`src/rtl/add_4_nums_pkg.sv`:
```
// Shared sizing for the four-operand adder so integrators derive bus widths
// from the same constants as the RTL.
package add_4_nums_pkg;

  localparam int DATA_W_DEF = 8;

  // Two extra bits hold 4*(2^w-1) without overflow.
  function automatic int sum_width(input int data_w);
    return data_w + 2;
  endfunction

  localparam int SUM_W_DEF = sum_width(DATA_W_DEF);

  typedef logic [DATA_W_DEF-1:0] operand_t;
  typedef logic [SUM_W_DEF-1:0]  sum_t;

endpackage

```
`src/rtl/add_4_nums_add_pair_reg.sv`:
```
// Registered two-operand unsigned adder, N bits in, N+1 bits out.
// Holds its result while i_en is low.
module add_pair_reg #(
  parameter int N = 8
) (
  input  logic         i_clk,
  input  logic         i_rst_n,
  input  logic         i_en,
  input  logic [N-1:0] i_x,
  input  logic [N-1:0] i_y,
  output logic [N:0]   o_sum
);

  always_ff @(posedge i_clk or negedge i_rst_n) begin
    if (!i_rst_n) begin
      o_sum <= '0;
    end else if (i_en) begin
      o_sum <= {1'b0, i_x} + {1'b0, i_y};
    end
  end

endmodule

```
`src/rtl/add_4_nums.sv`:
```
// Two-stage pipelined sum of four unsigned operands. Stage 1 forms pairwise
// sums, stage 2 combines them; o_sum holds its last result between updates.
module add_4_nums
  import add_4_nums_pkg::*;
#(
  parameter  int DATA_W = DATA_W_DEF,
  localparam int SUM_W  = sum_width(DATA_W)
) (
  input  logic              i_clk,
  input  logic              i_rst_n,
  input  logic              i_enable,
  input  logic [DATA_W-1:0] i_a,
  input  logic [DATA_W-1:0] i_b,
  input  logic [DATA_W-1:0] i_c,
  input  logic [DATA_W-1:0] i_d,
  output logic [SUM_W-1:0]  o_sum,
  output logic              o_valid
);

  logic [DATA_W:0] p_ab;
  logic [DATA_W:0] p_cd;
  logic            s1_valid;

  add_pair_reg #(.N(DATA_W)) u_pair_ab (
    .i_clk   (i_clk),
    .i_rst_n (i_rst_n),
    .i_en    (i_enable),
    .i_x     (i_a),
    .i_y     (i_b),
    .o_sum   (p_ab)
  );

  add_pair_reg #(.N(DATA_W)) u_pair_cd (
    .i_clk   (i_clk),
    .i_rst_n (i_rst_n),
    .i_en    (i_enable),
    .i_x     (i_c),
    .i_y     (i_d),
    .o_sum   (p_cd)
  );

  // Stage 2 only advances when stage 1 captured fresh operands last edge.
  add_pair_reg #(.N(DATA_W + 1)) u_pair_final (
    .i_clk   (i_clk),
    .i_rst_n (i_rst_n),
    .i_en    (s1_valid),
    .i_x     (p_ab),
    .i_y     (p_cd),
    .o_sum   (o_sum)
  );

  always_ff @(posedge i_clk or negedge i_rst_n) begin
    if (!i_rst_n) begin
      s1_valid <= 1'b0;
      o_valid  <= 1'b0;
    end else begin
      s1_valid <= i_enable;
      o_valid  <= s1_valid;
    end
  end

endmodule

```
`config.mk`:
```
export PLATFORM = sky130hd
export DESIGN_NAME = add_4_nums
export DESIGN_NICKNAME = d
export VERILOG_FILES = /design/src/rtl/add_4_nums_pkg.sv /design/src/rtl/add_4_nums_add_pair_reg.sv /design/src/rtl/add_4_nums.sv
export SDC_FILE = /design/constraint.sdc
export NUM_CORES = 1
export LEC_CHECK = 0
export BUFFER_PORTS_ARGS = -buffer_cell sky130_fd_sc_hd__buf_4
export CAP_MARGIN = 30
export CORE_MARGIN = 5
export CORE_UTILIZATION = 39
export CTS_CLUSTER_DIAMETER = 120
export DETAILED_ROUTE_END_ITERATION = 6
export PLACE_DENSITY = 0.57
export RECOVER_POWER = 25
export SYNTH_ARGS = -nofsm -noshare
export SYNTH_HDL_FRONTEND = slang
export SYNTH_HIERARCHICAL = 1
export SYNTH_SLANG_ARGS = --single-unit
```
`constraint.sdc`:
```
create_clock -name i_clk -period 2.8 [get_ports i_clk]
set_input_delay 0.14 -clock i_clk [delete_from_list [all_inputs] [get_ports i_clk]]
set_output_delay 0.14 -clock i_clk [all_outputs]
set_load 0.02 [all_outputs]
```
==> impl_metrics.ini <==
[status]
violations = max-capacitance violations, max-slew violations
status = finished, violations left

[synth]
mappedNetlistNets = 297
syn-mean-instance-area_um2 = 9.84
count_of_state_elements_after_synthesis = 30
ys.flop_type = dfrtp_1
post_synth_num_cell_types = 51
synth_cells = 234
yosys-top-cells-area = dfrtp_1 33%, ha_1 14%, a211oi_1 3.3%
synth_area_um2 = 2300
sequential_share_of_the_synthesized_area = 0.326
synth_top_cell_area_share = 0.326
synth_area_leader_cell = dfrtp_1
asyncSetResetFlopFracSynth = 1.00
yosys_warnings = 6
number_of_flops_mapped_to_enable_cells_by_yosys = 0

[routing]
wl_um = 4980
routed-via-count = 1910
wire_per_inst_um = 14.0
drc_errors = 0
dr.pass1.iters = 4
drtAntennaViolNets = 0
route.detailed.vias_per_inst = 5.38
drt-initial-drc-count = 42

[layout]
area_growth_pct = 20.9
area_of_the_multi_input_gates_um2 = 1460
final_area_um2 = 2780
final_nets = 342
final-seq-area_um2 = 751
antenna-diode-count = 0
drive_above_1_share = 0.243
final.fill_count = 575
final-instance-count-excl-fill = 355

[placed_design]
preCtsSetupSlack_ps = 984
hpwl_dp_um = 3840
buffer_ports.inserted = 45
place.gp.congestion = 0.815
place_area_um2 = 2690
dpl.cell_count = 346

[floorplanning]
die_area_um2 = 7540
initial_standard_cell_utilization_of_the_core = 0.396
floorplan.io_pins = 46
dieHeight_um = 86.9
std_cell_rows = 28
core_area_um2 = 5820
dieWidth_um = 86.9

[global_route]
number_of_antenna_violations_at_the_first_check_in_global_routing = 0
wire_length_of_the_first_global_routing_pass_um = 8670
grt.overflow.total = 0
grt_pass1_vias = 1923
grt_max_degree = 44
groute.usage.overall = 0.143

[sta]
final_hold_viol_count = 0
slew-limit-headroom = -0.105
finalCritPeriodShare = 0.642
fmax_mhz = 556
finalMaxSlewViolations = 75
worst_slew_pin_slew_ps = 1660
fin_tns_setup_ps = 0
unrepaired_setup_endpoints_after_global_routing = false
finalWorstPathRequiredPeriod_ps = 1800
fin_ws_ps = 1000
clock-skew-final_ps = 1.96
timing.final.setup_violations = 0

[critical_path]
critical_path_startpoint = u_pair_ab/o_sum[1]$_DFFE_PN0P_
timing.rr.start = u_pair_ab/o_sum[1]$_DFFE_PN0P_
critPathMaxStageDelay_ps = 420
cp.arrival_ps = 1970
crit_buf_inv = 0
setup.worst_path.start_class = flop
critical_path.slowest_cell = a2111o_1
cp_cell_sequence = ha_1 > a211oi_2 > o21bai_1 > a2111o_1 > o311ai_1
kind_of_end_point_of_the_critical_path = flop
worst-endpoint-required_ps = 2980
highest_net_fanout_along_the_worst_path = 3
timing.setup.critical_path_class = flop to flop
timing.critical_path.max_delay_family = compound AO/OA/AOI/OAI gates

[worst_hold_path]
min-delay-start = i_b[0]
timing.hold.worst.class = primary input to flop

[power]
power.total_w = 0.00178
power_density_nw_per_um2 = 638
leakage_nw = 1.25
ir_drop_mv = 0.291

[flow_run]
maxCapViolations = 2

[clocking]
cts_made_buffers = 5
tritoncts = yes
cts.clk_slew.worst_paths_ps = 60
cts.path.max_buffers = 2
number_of_sinks_handled_by_clock_tree_synthesis = 30
clock_latency_late_sink_ps = 280
clock-root-buffer = clkbuf_8
cts.repair_timing.setup_buffer_count = 0
htree_levels = 2
[per-stage QoR]
step                      utilization  hold slack (ps)
after floorplan                     -             -156
after detailed placement        0.463              101
after global placement          0.463              101
after global routing            0.479              197
after CTS                       0.480              195
final                           0.479              200
[metal layers]
layer  routed length, um  global-route usage
met1                2420               0.186
met2                2220               0.230
met3                 264              0.0378
met4                  80              0.0510
met5                   0                   0
[report_power, final]
group | internal, W | switching [W]
clock | 0.000198 | 0.000162
sequential | 0.000544 | 0.0000696
combinational | 0.000372 | 0.000431
[synth_stat cells, types with 2 or more instances]
master    number
dfrtp_1       30
o32ai_2        2
buf_2          6
nor3_1         2
nor2_1        11
a21o_1         6
fa_1           3
o21a_1         2
nor2b_1        6
mux2_1         4
mux2i_1        4
xnor2_1        3
o22ai_1        4
nand2_1        8
o31a_1         2
a211oi_2       3
a21oi_1       15
o211ai_1       6
nand3_1        3
mux2_2         4
or3_1          4
o21ai_0       15
nand4b_1       4
a2111o_1       2
o21bai_2       2
ha_1          25
inv_2          2
xor2_1         2
inv_1         11
nand3b_1       5
nor3b_1        3
o21ai_2        4
a211oi_1      10
o21ai_1        4
[layout by cell type, fill, tap and decap left out, drive strengths merged, types with 8 or more instances in the layout]
| cell type | n |
|---|---|
| buf | 43 |
| dfrtp | 30 |
| ha | 25 |
| o21ai | 23 |
| a21oi | 15 |
| inv | 13 |
| a211oi | 13 |
| nor2 | 11 |
| clkbuf | 9 |
| nand2 | 8 |
| mux2 | 8 |
[repair_timing]
item,in CTS,in global routing
hold endpoints to repair,30,0
hold buffers,1,0
resized for setup,0,0
[logic make-up after synthesis]
logic type	share of synthesized area
flip-flops	0.326
AND/OR/NAND/NOR	0.128
adder cells (fa/ha/maj)	0.162
multiplexers	0.0565
AO/OA/AOI/OAI	0.268
buffers and inverters	0.0407
XOR/XNOR	0.0190
[final timing paths]
path                       cells past startpoint  slack (ps)                           endpoint
min in group asynchronous                      2         820  u_pair_final/o_sum[3]$_DFFE_PN0P_
max                                            5        1000  u_pair_final/o_sum[5]$_DFFE_PN0P_
min reg2reg                                    2         500  u_pair_final/o_sum[1]$_DFFE_PN0P_
min                                            3         200     u_pair_ab/o_sum[0]$_DFFE_PN0P_
max in group asynchronous                      2        1020     u_pair_cd/o_sum[5]$_DFFE_PN0P_
max reg2reg                                    5        1000  u_pair_final/o_sum[5]$_DFFE_PN0P_
[tightest hold or removal path, delay by kind of cell]
kind / cells / cell delay (ps)
adders and majority gates: 1 / 110
buffers and inverters: 1 / 80
muxes: 1 / 120
[registers in the layout, indices dropped and copies added, names as in the netlist]
register and count:
u_pair_final/o_sum 10, s1_valid 1, u_pair_ab/o_sum 9, u_pair_cd/o_sum 9, o_valid 1
[layout make-up]
type	count	share of cell area
multi-input combinational	183	0.524
clock inverter	1	0.00180
inverter	13	0.0175
clock buffer	7	0.0310
tap	75	0.0337
timing repair buffer	46	0.122
sequential	30	0.270
(Power assumes the default switching activity.)
